File: src/rtl/acc_shift_seq.sv
// acc_shift_seq: sequential EDSAC accumulator shifter.
// Runs L/R orders one place per clock with a start/busy/done handshake.
module acc_shift_seq #(
  parameter int WIDTH  = 71,
  parameter int CODE_W = 11
) (
  input  logic              clk,
  input  logic              rst,
  input  logic              start,
  input  logic              c7,
  input  logic              c8,
  input  logic [CODE_W-1:0] code,
  input  logic              load,
  input  logic [WIDTH-1:0]  acc_d,
  output logic [WIDTH-1:0]  acc_q,
  output logic              busy,
  output logic              done,
  output logic              ovf,
  output logic [3:0]        x
);

  localparam int CNT_W = $clog2(CODE_W + 1);

  typedef enum logic [1:0] {
    S_IDLE,
    S_SHIFT,
    S_DONE
  } state_t;

  state_t           r_state;
  state_t           w_next;
  logic [CNT_W-1:0] r_cnt;
  logic [CNT_W-1:0] w_cnt_init;
  logic [WIDTH-1:0] r_acc;
  logic [WIDTH-1:0] w_shifted;
  logic             r_left;
  logic             r_sign0;
  logic             r_ovf;
  logic             w_degen;
  logic             w_last;
  logic             w_go_r;
  logic             w_go_l;

  // Shift count = index of the lowest set code bit, plus one.
  always_comb begin
    w_cnt_init = '0;
    for (int i = CODE_W - 1; i >= 0; i--) begin
      if (code[i]) begin
        w_cnt_init = CNT_W'(i + 1);
      end
    end
  end

  // No unique direction or no count: finish without shifting.
  assign w_degen = (c7 == c8) || (code == '0);
  assign w_last  = (r_cnt == CNT_W'(1));

  // One-place shift of the current image in the latched direction.
  always_comb begin
    w_shifted = {r_acc[WIDTH-1], r_acc[WIDTH-1:1]};
    if (r_left) begin
      w_shifted = {r_acc[WIDTH-2:0], 1'b0};
    end
  end

  // State register.
  always_ff @(posedge clk or posedge rst) begin
    if (rst) begin
      r_state <= S_IDLE;
    end else begin
      r_state <= w_next;
    end
  end

  // Next-state decode.
  always_comb begin
    w_next = r_state;
    unique case (r_state)
      S_IDLE: begin
        if (start) begin
          w_next = w_degen ? S_DONE : S_SHIFT;
        end
      end
      S_SHIFT: begin
        if (w_last) begin
          w_next = S_DONE;
        end
      end
      S_DONE: begin
        w_next = S_IDLE;
      end
      default: begin
        w_next = S_IDLE;
      end
    endcase
  end

  // Accumulator, counter, direction and overflow tracking.
  always_ff @(posedge clk or posedge rst) begin
    if (rst) begin
      r_acc   <= '0;
      r_cnt   <= '0;
      r_left  <= 1'b0;
      r_sign0 <= 1'b0;
      r_ovf   <= 1'b0;
    end else begin
      unique case (r_state)
        S_IDLE: begin
          if (start) begin
            if (!w_degen) begin
              r_left  <= c8;
              r_cnt   <= w_cnt_init;
              r_ovf   <= 1'b0;
              r_sign0 <= r_acc[WIDTH-1];
            end
          end else if (load) begin
            r_acc <= acc_d;
          end
        end
        S_SHIFT: begin
          r_acc <= w_shifted;
          r_cnt <= r_cnt - CNT_W'(1);
          if (r_left && (w_shifted[WIDTH-1] != r_sign0)) begin
            r_ovf <= 1'b1;
          end
        end
        default: begin
          r_cnt <= r_cnt;
        end
      endcase
    end
  end

  // Outputs decoded only from registers.
  assign busy   = (r_state == S_SHIFT);
  assign done   = (r_state == S_DONE);
  assign acc_q  = r_acc;
  assign ovf    = r_ovf;
  assign w_go_r = busy & ~r_left;
  assign w_go_l = busy & r_left;
  assign x      = {w_go_l, ~w_go_l, ~w_go_r, w_go_r};

endmodule

File: config.mk
export PLATFORM = sky130hd
export DESIGN_NAME = acc_shift_seq
export DESIGN_NICKNAME = d
export VERILOG_FILES = /design/src/rtl/acc_shift_seq.sv
export SDC_FILE = /design/constraint.sdc
export NUM_CORES = 1
export LEC_CHECK = 0
export CAP_MARGIN = 20
export CORE_MARGIN = 2
export CORE_UTILIZATION = 45
export DETAILED_ROUTE_END_ITERATION = 8
export GPL_ROUTABILITY_DRIVEN = 0
export PLACE_DENSITY = 0.8
export SYNTH_ARGS = -nofsm -noshare
export SYNTH_HDL_FRONTEND = slang
export SYNTH_SLANG_ARGS = --single-unit
File: constraint.sdc
create_clock -name clk -period 3.6 [get_ports clk]
set_input_delay 0.72 -clock clk [delete_from_list [all_inputs] [get_ports clk]]
set_output_delay 0.72 -clock clk [all_outputs]
set_load 0.005 [all_outputs]
**Word level (Yosys, flattened, before mapping)**

Cells that the tools add are included.

- Output and inout bits: 78
- Logic and storage cells: 60
- Bits of input ports: 88
- Register bits: 80

- Add/subtract/negate cells: 1
- Reduce and logical (&&, ||, !) cells: 10
- Bitwise logic cells: 6
- Muxes and demuxes: 26
- Equality and inequality tests: 11

Operators by type and width:

| kind | number |
|---|---|
| $mux W71 | 3 |
| $pmux W71 S2 | 1 |
| $mux W4 | 13 |
| $logic_not A11 Y1 | 1 |
| $reduce_and A3 Y1 | 3 |
| $ne A2 B2 Y1 const B | 4 |
| $pmux W4 S2 | 1 |
| $mux W2 | 3 |
| $eq A4 B1 Y1 const B | 1 |
| $ne A2 B1 Y1 const B | 2 |
| $not A1 Y1 | 4 |
| $pmux W2 S2 | 1 |
| $reduce_and A4 Y1 | 1 |
| $sub A4 B1 Y4 const B | 1 |
| $mux W1 | 3 |
| $and A1 B1 Y1 | 2 |
| $eq A2 B1 Y1 const B | 1 |
| $eq A2 B2 Y1 const B | 1 |
| $logic_not A2 Y1 | 1 |
| $pmux W1 S2 | 1 |
| $reduce_and A2 Y1 | 1 |
| $reduce_bool A2 Y1 | 1 |
| $eq A1 B1 Y1 | 1 |
| $logic_and A1 B1 Y1 | 1 |
| other kinds (2) | 2 |

**Logic depth before layout (Yosys ltp)**

- Word-level depth: 14
- Gate-level depth with buffers: 7
- Gate-level depth less buffers: 6

**Worst setup path before layout**

OpenSTA, ideal clock, no wires.

- Path kind: input to register
- From: input port code[7]
- To: register r_left
- Arrival time: 2005 ps
- Data required time: 3475 ps
- Slack: 1470 ps
- Stages on the path: 5
- Setup time: 125 ps
- Buffers on the path: 1
- Cell sequence: or4_1 nor3_2 or3_1 buf_6 mux2_4

- Word-level cells in the longest chain between the ends: 4

Ends and longest elaborated chain:

| element | RTL line | source |
|---|---|---|
| start, declared | 12 | `input logic [CODE_W-1:0] code,` |
| $logic_not A11 Y1 | 55 | `assign w_degen = (c7 == c8) \|\| (code == '0);` |
| $logic_or A1 B1 Y1 | 55 |  |
| $not A1 Y1 (no line) | - |  |
| $reduce_and A3 Y1 (no line) | - |  |
| end signal, assigned | 103 | `r_left <= 1'b0;` |
| end signal, assigned | 111 | `r_left <= c8;` |
| end, declared | 36 | `logic r_left;` |

No other way between the ends.
A chain may end at the register's enable or synchronous reset.

**Final worst setup path**

- From: register r_state[0]
- To: output port x[3]

- Word-level cells in the longest chain between the ends: 2

Ends and longest elaborated chain:

| element | RTL line | source |
|---|---|---|
| start, declared | 30 | `state_t r_state;` |
| start signal, assigned | 71 | `r_state <= w_next;` |
| $eq A2 B1 Y1 | 135 | `assign busy = (r_state == S_SHIFT);` |
| $and A1 B1 Y1 | 140 | `assign w_go_l = busy & r_left;` |
| end, declared | 19 | `output logic [3:0] x` |

No other way between the ends.

==> flow_summary.yaml <==
sta:
  rsz0062_at_grt: "no"
  holdWs_ns: 0.500
  worstMarginPinSlew_ns: 0.994
  min_period_ns: 2.61
  worst_clock_skew_ns: 0.00724
  final-hold-violation-count: 0
  finalSetupTns_ns: 0
  fmax_ghz: 0.384
  fin_ws_ns: 0.993
  fin_crit_sh: 0.724
  setup_violations: 0
  relSlewSlack: 0.337
  slew_violations: 0
cts:
  cts-resized-gates: 0
  root_buffer: "clkbuf_8"
  clkTransAtPathRegs_ns: 0.08
  tritoncts: "yes"
  cts_setup_buffers: 0
  cts_hold_buffers: 0
  cts_buffers: 9
  cts.sinks: 80
  clk_path_buf_depth: 2
  cts-htree-levels: 3
  clkLatencyLatePin_ns: 0.33
worst_setup_path:
  arrival_ns: 1.89
  path_class: "flop to output pin"
  cpPeakStageDelay_ns: 0.56
  slowest_stage: "dfrtp_1"
  start_kind: "flop"
  crit_path_end_kind: "output pin"
  path_cells: "nand2b_4, inv_1, nand2_1, inv_1, clkdlybuf4s50_1"
  critPathRequiredTime_ns: 2.88
  cp_common_cell: "inv_1"
  critPathMaxFanout: 8
place:
  pre_cts_ws_ns: 0.881
  dp.cells: 798
  placed_area_um2: 6240
  dpl.hpwl_mm: 8.25
  port_buffers: 165
final_layout:
  final_area_um2: 6390
  final_common_cell: "clkdlybuf4s50_1"
  utilization: 0.654
  drive_above_1_share: 0.0414
  diodes: 0
  instances_no_fill: 810
  nets: 766
  syn_to_final_growth_pct: 41.1
  layout_common_cells: "clkdlybuf4s50_1, dfrtp_1, o21ai_0, nor2_1, nand2_1"
logic_synthesis:
  ys.flop_type: "dfrtp_1"
  synth_area_um2: 4530
  synth.avg_cell_area_um2: 8.43
  synth_seq_cells: 80
  yosysUniqueCellTypes: 34
  syn_nets: 627
  ys_warn_count: 0
  netlist_instances: 537
  async_flop_share: 1.00
  seq_area_frac_synth: 0.442
  synth_edf_count: 0
floorplan:
  die_w_um: 104
  num_rows: 36
  core_um2: 9770
  die_h_um: 104
  dieArea_um2: 10900
  ios: 166
  start_util: 0.463
global_route:
  grt_overflow: 0
  grt_first_pass_wirelength_mm: 19.7
  antenna_found_initial: 0
  grt_pass1_vias: 4172
  grt_max_degree: 79
  grt.total_usage: 0.216
power:
  peakVddDrop_mv: 0.479
  power_density_nw_per_um2: 844
  totalPowerFinal_mw: 5.39
  total_leakage_power_nw: 2.72
drt:
  drc_errors: 0
  ant_nets: 0
  dr.pass1.iters: 5
  viasPerCell: 5.25
  wl_per_cell_um: 14.5
  via_count: 4250
  wl_mm: 11.7
  drt_iter0_drc: 175
status:
  status: "complete, no violations"
min_path:
  min_path_type: "flop to flop"
run:
  maxCapViolations: 0
-- final cells by class --
| type | count | area, um2 |
|---|---|---|
| fill | 840 | 3390 |
| multi-input combinational | 405 | 2320 |
| sequential | 80 | 2010 |
| timing repair buffer | 171 | 1710 |
| tap | 133 | 166 |
| clock buffer | 10 | 138 |
| inverter | 9 | 35.0 |
| clock inverter | 2 | 10.0 |
-- sequential cells by signal (all words and copies together) (netlist names) --
signal / flops
acc_q: 71
ovf: 1
r_state: 2
r_cnt: 4
r_sign0: 1
r_left: 1
-- worst max-delay path, delay by kind of cell (launching register included) --
family                 cells  cell delay (ns)
buffers and inverters      3             0.75
flip-flops                 1             0.56
AND/OR/NAND/NOR            2             0.24
-- kinds of logic (layout without fill, tap and decap cells) --
| group | Yosys count | after routing | synth area share |
|---|---|---|---|
| simple gates | 165 | 165 | 0.149 |
| compound gates | 164 | 164 | 0.190 |
| flops | 80 | 80 | 0.442 |
| mux | 71 | 71 | 0.159 |
| buf+inv | 52 | 192 | 0.0486 |
| xor+xnor | 3 | 3 | 0.00580 |
| fa+ha+maj | 2 | 2 | 0.00553 |
-- Yosys cell counts (2+ instances only) --
cell | n | area [um2]
a21oi_1 | 73 | 365
buf_1 | 5 | 18.8
buf_2 | 8 | 40.0
buf_4 | 2 | 15.0
clkbuf_1 | 27 | 101
dfrtp_1 | 80 | 2000
ha_1 | 2 | 25.0
inv_1 | 9 | 33.8
mux2_4 | 2 | 30.0
mux2i_1 | 69 | 691
nand2_1 | 75 | 282
nor2_1 | 75 | 282
nor2b_1 | 2 | 12.5
nor3b_1 | 2 | 15.0
o211ai_1 | 2 | 15.0
o21ai_0 | 77 | 385
o21bai_1 | 2 | 15.0
o31ai_1 | 5 | 37.5
or3_1 | 2 | 12.5
or4_1 | 2 | 15.0
xnor2_1 | 3 | 26.3
-- where the power goes --
group	internal (mW)	switching, mW
registers	1.34	0.513
clock network	0.252	0.291
logic	1.58	1.42
total	3.17	2.22
-- layer usage --
layer | share of wire | vias to the layer above | global-route usage | routed length [um]
met2 | 0.48 | 140 | 0.359 | 5670
li1 | - | 2113 | - | -
met5 | 0 | - | 0 | 0
met4 | 0.020 | 0 | 0.0705 | 237
met1 | 0.43 | 1977 | 0.281 | 5100
met3 | 0.062 | 20 | 0.0470 | 731
-- path summary, 6_finish.rpt --
| path | slack, ns | to | startpoint | depth (start not counted) |
|---|---|---|---|---|
| max | 0.99 | x[3] | r_state[0] | 5 |
| min | 0.50 | ovf | ovf | 2 |
| max reg2reg | 1.40 | acc_q[24] | r_left | 5 |
| min reg2reg | 0.50 | ovf | ovf | 2 |
| max in group asynchronous | 2.09 | acc_q[25] | rst | 3 |
| min in group asynchronous | 0.85 | acc_q[32] | rst | 2 |
Power figures use the tool's default switching activity.
